`config.mk`:
```
export PLATFORM = sky130hd
export DESIGN_NAME = cn_link_host
export DESIGN_NICKNAME = d
export VERILOG_FILES = /design/src/rtl/cn_link_host_pkg.sv /design/src/rtl/cn_link_rx_deser.sv /design/src/rtl/cn_link_host.sv
export SDC_FILE = /design/constraint.sdc
export NUM_CORES = 1
export LEC_CHECK = 0
export CAP_MARGIN = 10
export CELL_PAD_IN_SITES_DETAIL_PLACEMENT = 0
export CELL_PAD_IN_SITES_GLOBAL_PLACEMENT = 1
export CORE_MARGIN = 10
export CORE_UTILIZATION = 42
export CTS_BUF_LIST = sky130_fd_sc_hd__clkbuf_8
export DETAILED_ROUTE_END_ITERATION = 8
export GPL_ROUTABILITY_DRIVEN = 1
export PLACE_DENSITY = 0.84
export RECOVER_POWER = 25
export SLEW_MARGIN = 20
export SYNTH_ARGS = -nofsm -noshare
export SYNTH_HDL_FRONTEND = slang
export SYNTH_SLANG_ARGS = --single-unit
```
`constraint.sdc`:
```
create_clock -name clk -period 1.9 [get_ports clk]
set_input_delay 0.57 -clock clk [delete_from_list [all_inputs] [get_ports clk]]
set_output_delay 0.57 -clock clk [all_outputs]
set_load 0.03 [all_outputs]
```
`src/rtl/cn_link_host_pkg.sv`:
```
// Shared definitions for the cn_link host: command opcodes, io_link symbol
// encodings, host FSM state type and small byte helpers.
package cn_link_host_pkg;

  // Host command opcodes presented on cmd_op.
  localparam logic [1:0] CN_LINK_OP_INIT        = 2'd0;
  localparam logic [1:0] CN_LINK_OP_START       = 2'd1;
  localparam logic [1:0] CN_LINK_OP_WRITE       = 2'd2;
  localparam logic [1:0] CN_LINK_OP_WRITE_NO_RX = 2'd3;

  // io_link symbols: bit 8 clear = data byte, bit 8 set = command.
  localparam logic [8:0] symbol_idle      = 9'h100;
  localparam logic [8:0] symbol_init      = 9'h101;
  localparam logic [8:0] symbol_start     = 9'h102;
  localparam logic [8:0] symbol_SOF       = 9'h103;
  localparam logic [8:0] symbol_SOF_no_RX = 9'h104;
  localparam logic [8:0] symbol_EOF       = 9'h105;
  localparam logic [8:0] symbol_finished  = 9'h106;

  typedef enum logic [2:0] {
    ST_IDLE       = 3'd0,
    ST_SEND_INIT  = 3'd1,
    ST_SEND_START = 3'd2,
    ST_SOF        = 3'd3,
    ST_DATA       = 3'd4,
    ST_EOF        = 3'd5,
    ST_WAIT_FIN   = 3'd6
  } link_state_e;

  // True when the symbol carries a data byte rather than a command.
  function automatic logic is_data_sym(input logic [8:0] sym);
    is_data_sym = (sym[8] == 1'b0);
  endfunction

  // Byte idx of a 128-bit word, byte 0 in bits [7:0].
  function automatic logic [7:0] get_byte(input logic [127:0] w, input logic [3:0] idx);
    get_byte = w[{idx, 3'b000} +: 8];
  endfunction

endpackage

```
`src/rtl/cn_link_rx_deser.sv`:
```
// Receive deserializer: packs 16 data bytes from the core into one 128-bit
// word (first byte in [7:0]). A SOF from the core or an INIT sent by the host
// drops any partial word so the byte counter realigns with the core.
module cn_link_rx_deser
  import cn_link_host_pkg::*;
(
  input  logic         clk,
  input  logic         reset_l,
  input  logic [8:0]   s_in,
  input  logic         rx_clear,
  output logic         rd_valid,
  output logic [127:0] rd_data
);

  // Only 15 bytes need holding; the 16th is merged straight into rd_data.
  logic [119:0] sr_r;
  logic [3:0]   rx_cnt_r;
  logic         rd_valid_r;
  logic [127:0] rd_data_r;
  logic         resync_s;

  assign resync_s = rx_clear | (s_in == symbol_SOF);

  // Shift in data bytes, emit a word on the 16th byte, resync on SOF/INIT.
  always_ff @(posedge clk or negedge reset_l) begin
    if (!reset_l) begin
      sr_r       <= 120'd0;
      rx_cnt_r   <= 4'd0;
      rd_valid_r <= 1'b0;
      rd_data_r  <= 128'd0;
    end else begin
      rd_valid_r <= 1'b0;
      if (resync_s) begin
        rx_cnt_r <= 4'd0;
      end else if (is_data_sym(s_in)) begin
        sr_r <= {s_in[7:0], sr_r[119:8]};
        if (rx_cnt_r == 4'd15) begin
          rd_data_r  <= {s_in[7:0], sr_r};
          rd_valid_r <= 1'b1;
          rx_cnt_r   <= 4'd0;
        end else begin
          rx_cnt_r <= rx_cnt_r + 4'd1;
        end
      end else begin
        rx_cnt_r <= rx_cnt_r;
      end
    end
  end

  assign rd_valid = rd_valid_r;
  assign rd_data  = rd_data_r;

endmodule

```
`src/rtl/cn_link_host.sv`:
```
// Host end of the 9-bit io_link: sends INIT/START commands and SOF/data/EOF
// register-write frames to one cn_core and collects returned data words.
// Optional feature: define CN_LINK_HOST_TIMEOUT_EN to add a WAIT_FIN watchdog
// (TIMEOUT_W bits) that raises sticky sts_timeout and abandons the wait.
module cn_link_host
  import cn_link_host_pkg::*;
#(
  parameter int TIMEOUT_W = 24
) (
  input  logic         clk,
  input  logic         reset_l,
  input  logic         cmd_valid,
  output logic         cmd_ready,
  input  logic [1:0]   cmd_op,
  input  logic         wr_valid,
  output logic         wr_ready,
  input  logic [127:0] wr_data,
  input  logic         wr_last,
  output logic [8:0]   s_out,
  input  logic [8:0]   s_in,
  output logic         rd_valid,
  output logic [127:0] rd_data,
  output logic         done,
  output logic         busy,
  output logic         sts_timeout
);

  link_state_e    state_r, state_next_s;
  logic [8:0]     s_out_r, s_out_next_s;
  logic [127:0]   tx_word_r, tx_word_next_s;
  logic           tx_full_r, tx_full_next_s;
  logic           tx_last_r, tx_last_next_s;
  logic [3:0]     byte_idx_r, byte_idx_next_s;
  logic           eof_pend_r, eof_pend_next_s;
  logic           done_r, done_next_s;
  logic           cmd_ready_s, cmd_fire_s, wr_ready_s, wr_fire_s;
  logic           init_fire_s;
  logic [TIMEOUT_W-1:0] wd_cnt_s;
  logic           wd_expired_s;

  assign cmd_ready_s = (state_r == ST_IDLE);
  assign cmd_fire_s  = cmd_valid & cmd_ready_s;
  assign init_fire_s = cmd_fire_s & (cmd_op == CN_LINK_OP_INIT);

  // A new word is taken when nothing is loaded, or while its predecessor's
  // last byte goes out, so consecutive words stream without a gap.
  assign wr_ready_s = ((state_r == ST_SOF) || (state_r == ST_DATA)) && !eof_pend_r &&
                      (!tx_full_r || ((byte_idx_r == 4'd15) && !tx_last_r));
  assign wr_fire_s  = wr_valid & wr_ready_s;

`ifdef CN_LINK_HOST_TIMEOUT_EN
  logic [TIMEOUT_W-1:0] wd_cnt_r;
  logic                 sts_timeout_r;

  // Watchdog counts WAIT_FIN cycles from zero; idle elsewhere.
  always_ff @(posedge clk or negedge reset_l) begin
    if (!reset_l) begin
      wd_cnt_r <= {TIMEOUT_W{1'b0}};
    end else if (state_r != ST_WAIT_FIN) begin
      wd_cnt_r <= {TIMEOUT_W{1'b0}};
    end else begin
      wd_cnt_r <= wd_cnt_r + {{(TIMEOUT_W-1){1'b0}}, 1'b1};
    end
  end

  // Sticky timeout flag; only reset or a new INIT clears it.
  always_ff @(posedge clk or negedge reset_l) begin
    if (!reset_l) begin
      sts_timeout_r <= 1'b0;
    end else if (init_fire_s) begin
      sts_timeout_r <= 1'b0;
    end else if (wd_expired_s && (s_in != symbol_finished)) begin
      sts_timeout_r <= 1'b1;
    end else begin
      sts_timeout_r <= sts_timeout_r;
    end
  end

  assign wd_cnt_s    = wd_cnt_r;
  assign sts_timeout = sts_timeout_r;
`else
  assign wd_cnt_s    = {TIMEOUT_W{1'b0}};
  assign sts_timeout = 1'b0;
`endif

  // Without the watchdog the counter is constant zero and this never fires.
  assign wd_expired_s = (state_r == ST_WAIT_FIN) && (&wd_cnt_s);

  // Next-state and next-symbol logic; s_out is registered from s_out_next_s.
  always_comb begin
    state_next_s    = state_r;
    s_out_next_s    = symbol_idle;
    tx_word_next_s  = tx_word_r;
    tx_full_next_s  = tx_full_r;
    tx_last_next_s  = tx_last_r;
    byte_idx_next_s = byte_idx_r;
    eof_pend_next_s = eof_pend_r;
    done_next_s     = 1'b0;
    case (state_r)
      ST_IDLE: begin
        if (cmd_fire_s) begin
          tx_full_next_s  = 1'b0;
          eof_pend_next_s = 1'b0;
          byte_idx_next_s = 4'd0;
          case (cmd_op)
            CN_LINK_OP_INIT: begin
              state_next_s = ST_SEND_INIT;
              s_out_next_s = symbol_init;
            end
            CN_LINK_OP_START: begin
              state_next_s = ST_SEND_START;
              s_out_next_s = symbol_start;
            end
            CN_LINK_OP_WRITE: begin
              state_next_s = ST_SOF;
              s_out_next_s = symbol_SOF;
            end
            CN_LINK_OP_WRITE_NO_RX: begin
              state_next_s = ST_SOF;
              s_out_next_s = symbol_SOF_no_RX;
            end
            default: begin
              state_next_s = ST_IDLE;
            end
          endcase
        end else begin
          state_next_s = ST_IDLE;
        end
      end
      ST_SEND_INIT: begin
        state_next_s = ST_IDLE;
      end
      ST_SEND_START: begin
        state_next_s = ST_WAIT_FIN;
      end
      ST_SOF, ST_DATA: begin
        state_next_s = ST_DATA;
        if (eof_pend_r) begin
          // Last data byte is on the wire now; EOF follows it directly.
          s_out_next_s    = symbol_EOF;
          eof_pend_next_s = 1'b0;
          state_next_s    = ST_EOF;
        end else if (tx_full_r) begin
          s_out_next_s = {1'b0, get_byte(tx_word_r, byte_idx_r)};
          if (byte_idx_r == 4'd15) begin
            byte_idx_next_s = 4'd0;
            if (wr_fire_s) begin
              tx_word_next_s = wr_data;
              tx_last_next_s = wr_last;
            end else begin
              tx_full_next_s  = 1'b0;
              eof_pend_next_s = tx_last_r;
            end
          end else begin
            byte_idx_next_s = byte_idx_r + 4'd1;
          end
        end else if (wr_fire_s) begin
          // Empty: byte 0 of the new word goes out straight away.
          s_out_next_s    = {1'b0, wr_data[7:0]};
          tx_word_next_s  = wr_data;
          tx_full_next_s  = 1'b1;
          tx_last_next_s  = wr_last;
          byte_idx_next_s = 4'd1;
        end else begin
          s_out_next_s = symbol_idle;
        end
      end
      ST_EOF: begin
        state_next_s = ST_IDLE;
      end
      ST_WAIT_FIN: begin
        if (s_in == symbol_finished) begin
          done_next_s  = 1'b1;
          state_next_s = ST_IDLE;
        end else if (wd_expired_s) begin
          state_next_s = ST_IDLE;
        end else begin
          state_next_s = ST_WAIT_FIN;
        end
      end
      default: begin
        state_next_s = ST_IDLE;
      end
    endcase
  end

  // FSM, transmit datapath and registered outputs.
  always_ff @(posedge clk or negedge reset_l) begin
    if (!reset_l) begin
      state_r    <= ST_IDLE;
      s_out_r    <= symbol_idle;
      tx_word_r  <= 128'd0;
      tx_full_r  <= 1'b0;
      tx_last_r  <= 1'b0;
      byte_idx_r <= 4'd0;
      eof_pend_r <= 1'b0;
      done_r     <= 1'b0;
    end else begin
      state_r    <= state_next_s;
      s_out_r    <= s_out_next_s;
      tx_word_r  <= tx_word_next_s;
      tx_full_r  <= tx_full_next_s;
      tx_last_r  <= tx_last_next_s;
      byte_idx_r <= byte_idx_next_s;
      eof_pend_r <= eof_pend_next_s;
      done_r     <= done_next_s;
    end
  end

  cn_link_rx_deser u_rx (
    .clk      (clk),
    .reset_l  (reset_l),
    .s_in     (s_in),
    .rx_clear (state_r == ST_SEND_INIT),
    .rd_valid (rd_valid),
    .rd_data  (rd_data)
  );

  assign cmd_ready = cmd_ready_s;
  assign wr_ready  = wr_ready_s;
  assign s_out     = s_out_r;
  assign done      = done_r;
  assign busy      = (state_r != ST_IDLE);

endmodule

```
==> results.toml <==
[logic_synthesis]
syn_nets = 1136
yosys_register_bits = 401
async_flop_share_pct = 100
ys_seq_area_share_pct = 60.4
syn_inst = 986
ys_warn_count = 0
synthFlopType = "dfrtp_1"
syn_area_sq_um = 16600
synth.top_cell.area_share_pct = 60.2
synth_edf_count = 0
avgSynthCellArea_sq_um = 16.9
synth_cell_types = 53
yosysTopAreaCell = "dfrtp_1"
synth_area_leaders = "dfrtp_1, mux2_2, mux2_4, mux2_1, mux4_2"

[die]
core_area_sq_um = 38900
rows = 72
start_util_pct = 42.7
num_io_pins = 287
die-area_sq_um = 47900
die_width_um = 219
die_y_um = 219

[timing]
fin_crit_ps = 2300
fin_setup_tns_ps = -14400
fin_hold_ws_ps = 482
rsz0062_at_grt = "yes"
max_freq_mhz = 435
worstMarginPinSlew_ps = 906
setup-violations-final = 254
maxSlewHeadroom_pct = 39.6
post-route-period-util_pct = 121
hold_viol = 0
finalClockSkew_ps = 24.5
worst_slack_ps = -397
drv_slew = 0

[setup_path]
crit_start = "state_r[0]"
path_class = "reg -> out"
arrival_ps = 1730
timing.rr.start = "byte_idx_r[0]"
timing.reg2reg.setup_slack_ps = -170
setup.worst_path.end_class = "output port"
timing.rr.end = "s_out[2]"
crit_required_ps = 1330
rr_worst_depth = 7
crit_end = "wr_ready"
start_kind = "flip-flop"
cp_max_fo = 4

[power]
p_seq_share_pct = 40.0
ir_drop_uv = 833
p_int_mw = 24.6
power_density_nw_per_um2 = 1560
combPwrFrac_pct = 39.8
swShare_pct = 33.2
power_mw = 36.9
p_sw_mw = 12.2
clock_power_share_pct = 20.2
p_leak_nw = 11.1

[drt]
wl_per_cell_um = 22.5
via_count = 10184
viasPerCell = 5.09
drc_errors = 0
drtIter0Drc = 493
dr.pass1.iters = 4
finalWirelength_um = 45100
antenna_left = 0

[cts]
cts_root_buf = "clkbuf_8"
clk_latency_ps = 590
cts_buffer_depth = 3
cts_tree = "done"
clock_sinks = 401
cts.clk_slew.worst_paths_ps = 60
cts_buffers = 66
htree_levels = 3

[grt]
grt_max_degree = 64
grt_pass1_wl_um = 66500
grt_usage_pct = 17.8
antenna_found_initial = 6
grt_pass1_vias = 10957
grt.overflow.total = 0

[final_layout]
fin_cells = 2002
final_area_sq_um = 23600
multi_input_area_sq_um = 6500
syn_to_final_growth_pct = 41.8
layout_commonest_cell = "dfrtp_1"
n_fill_cell = 2858
seqCellArea_sq_um = 10000
final_cell_mix = "dfrtp_1, mux2_2, clkdlybuf4s50_1"
drive_above_1_share_pct = 50.6
fin_util_pct = 60.6
final_nets = 1584

[status]
status = "finished with violations"
violations = "negative setup slack"

[placement]
dp_worst_setup_slack_ps = -440
place_congestion = 0.822
dp.cells = 1816
dp_hpwl_um = 29600
placed_area_sq_um = 20700
portBuffers = 285

[hold_path]
hold_class = "reg -> reg"
min_path_cells = 1

[run]
cap_violations = 0
## registers in the layout (all words and copies together) (netlist names)
signal         count
tx_word_r        128
u_rx.rx_cnt_r      4
byte_idx_r         4
eof_pend_r         1
u_rx.sr_r        120
done               1
u_rx.rd_data     128
state_r            3
tx_last_r          1
tx_full_r          1
u_rx.rd_valid      1
s_out              9
## metal layers
metal | GRT usage (%) | vias up | routed length [um]
li1 | - | 4526 | -
met5 | 0 | - | 36
met4 | 4.80 | 4 | 625
met1 | 22.6 | 5335 | 19300
met2 | 29.3 | 276 | 22300
met3 | 5.30 | 43 | 2870
## Yosys cell counts (4+ instances only)
library cell	count
mux4_2	32
clkbuf_1	5
inv_1	8
buf_6	12
buf_2	20
nor2_1	5
nand2_1	8
mux2_2	179
o21ai_0	6
dfrtp_1	400
mux2i_1	17
o22ai_1	8
ha_1	6
mux2_4	99
a21o_1	5
nor2b_1	4
buf_4	14
mux2_1	101
a21oi_1	4
## critical path: stages, from the launching register on
cell and delay (ps):
dfrtp_1 420, nor3b_2 260, o21a_2 190, and2_4 150, buf_12 120
## how the worst min path moves through the flow
stage	startpoint	to	slack, ps
final	u_rx.rd_data[115]	u_rx.rd_data[115]	480
after global routing	u_rx.rd_data[115]	u_rx.rd_data[115]	500
after CTS	reset_l	u_rx.sr_r[80]	410
after detailed placement	reset_l	u_rx.sr_r[85]	470
after global placement	reset_l	u_rx.sr_r[85]	470
after floorplan	reset_l	byte_idx_r[0]	270
## power groups by stage
| stage | combinational [mW] | sequential (mW) | clock (mW) |
|---|---|---|---|
| finish | 14.7 | 14.8 | 7.45 |
| global route | 15.5 | 15.2 | 8.07 |
| CTS | 14.0 | 14.7 | 7.63 |
| detailed placement | 13.2 | 14.7 | 0 |
| global placement | 12.9 | 14.6 | 0 |
| floorplan | 6.92 | 15.5 | 0 |
## timing repair
| item | in CTS | in global routing |
|---|---|---|
| hold endpoints to repair | 29 | 0 |
| pin swaps | 8 | 5 |
| setup buffers | 21 | 14 |
| endpoints found under the setup margin | 319 | 384 |
| hold buffers | 1 | 0 |
| resized for setup | 538 | 66 |
| gates cloned | 15 | 20 |
## layout make-up
cell class	instances	share of cell area (%)
Clock inverter	30	0.626
Inverter	8	0.138
Clock buffer	85	4.96
Timing Repair Buffer	433	21.3
Tap cell	518	2.75
Multi-Input combinational cell	524	27.6
Sequential cell	401	42.6
Antenna cell	3	0.0318
## kinds of logic (layout without fill, tap and decap cells)
logic type | count (synthesis) | after routing | share of synthesized area, %
AO/OA/AOI/OAI | 42 | 42 | 1.78
XOR/XNOR | 1 | 1 | 0.0527
adder cells (fa/ha/maj) | 6 | 6 | 0.452
buffers and inverters | 62 | 556 | 2.41
flip-flops | 401 | 401 | 60.4
multiplexers | 428 | 428 | 33.3
other | 1 | 4 | 0.0226
AND/OR/NAND/NOR | 45 | 46 | 1.65
Note: power is estimated with default switching activity, not from simulation.
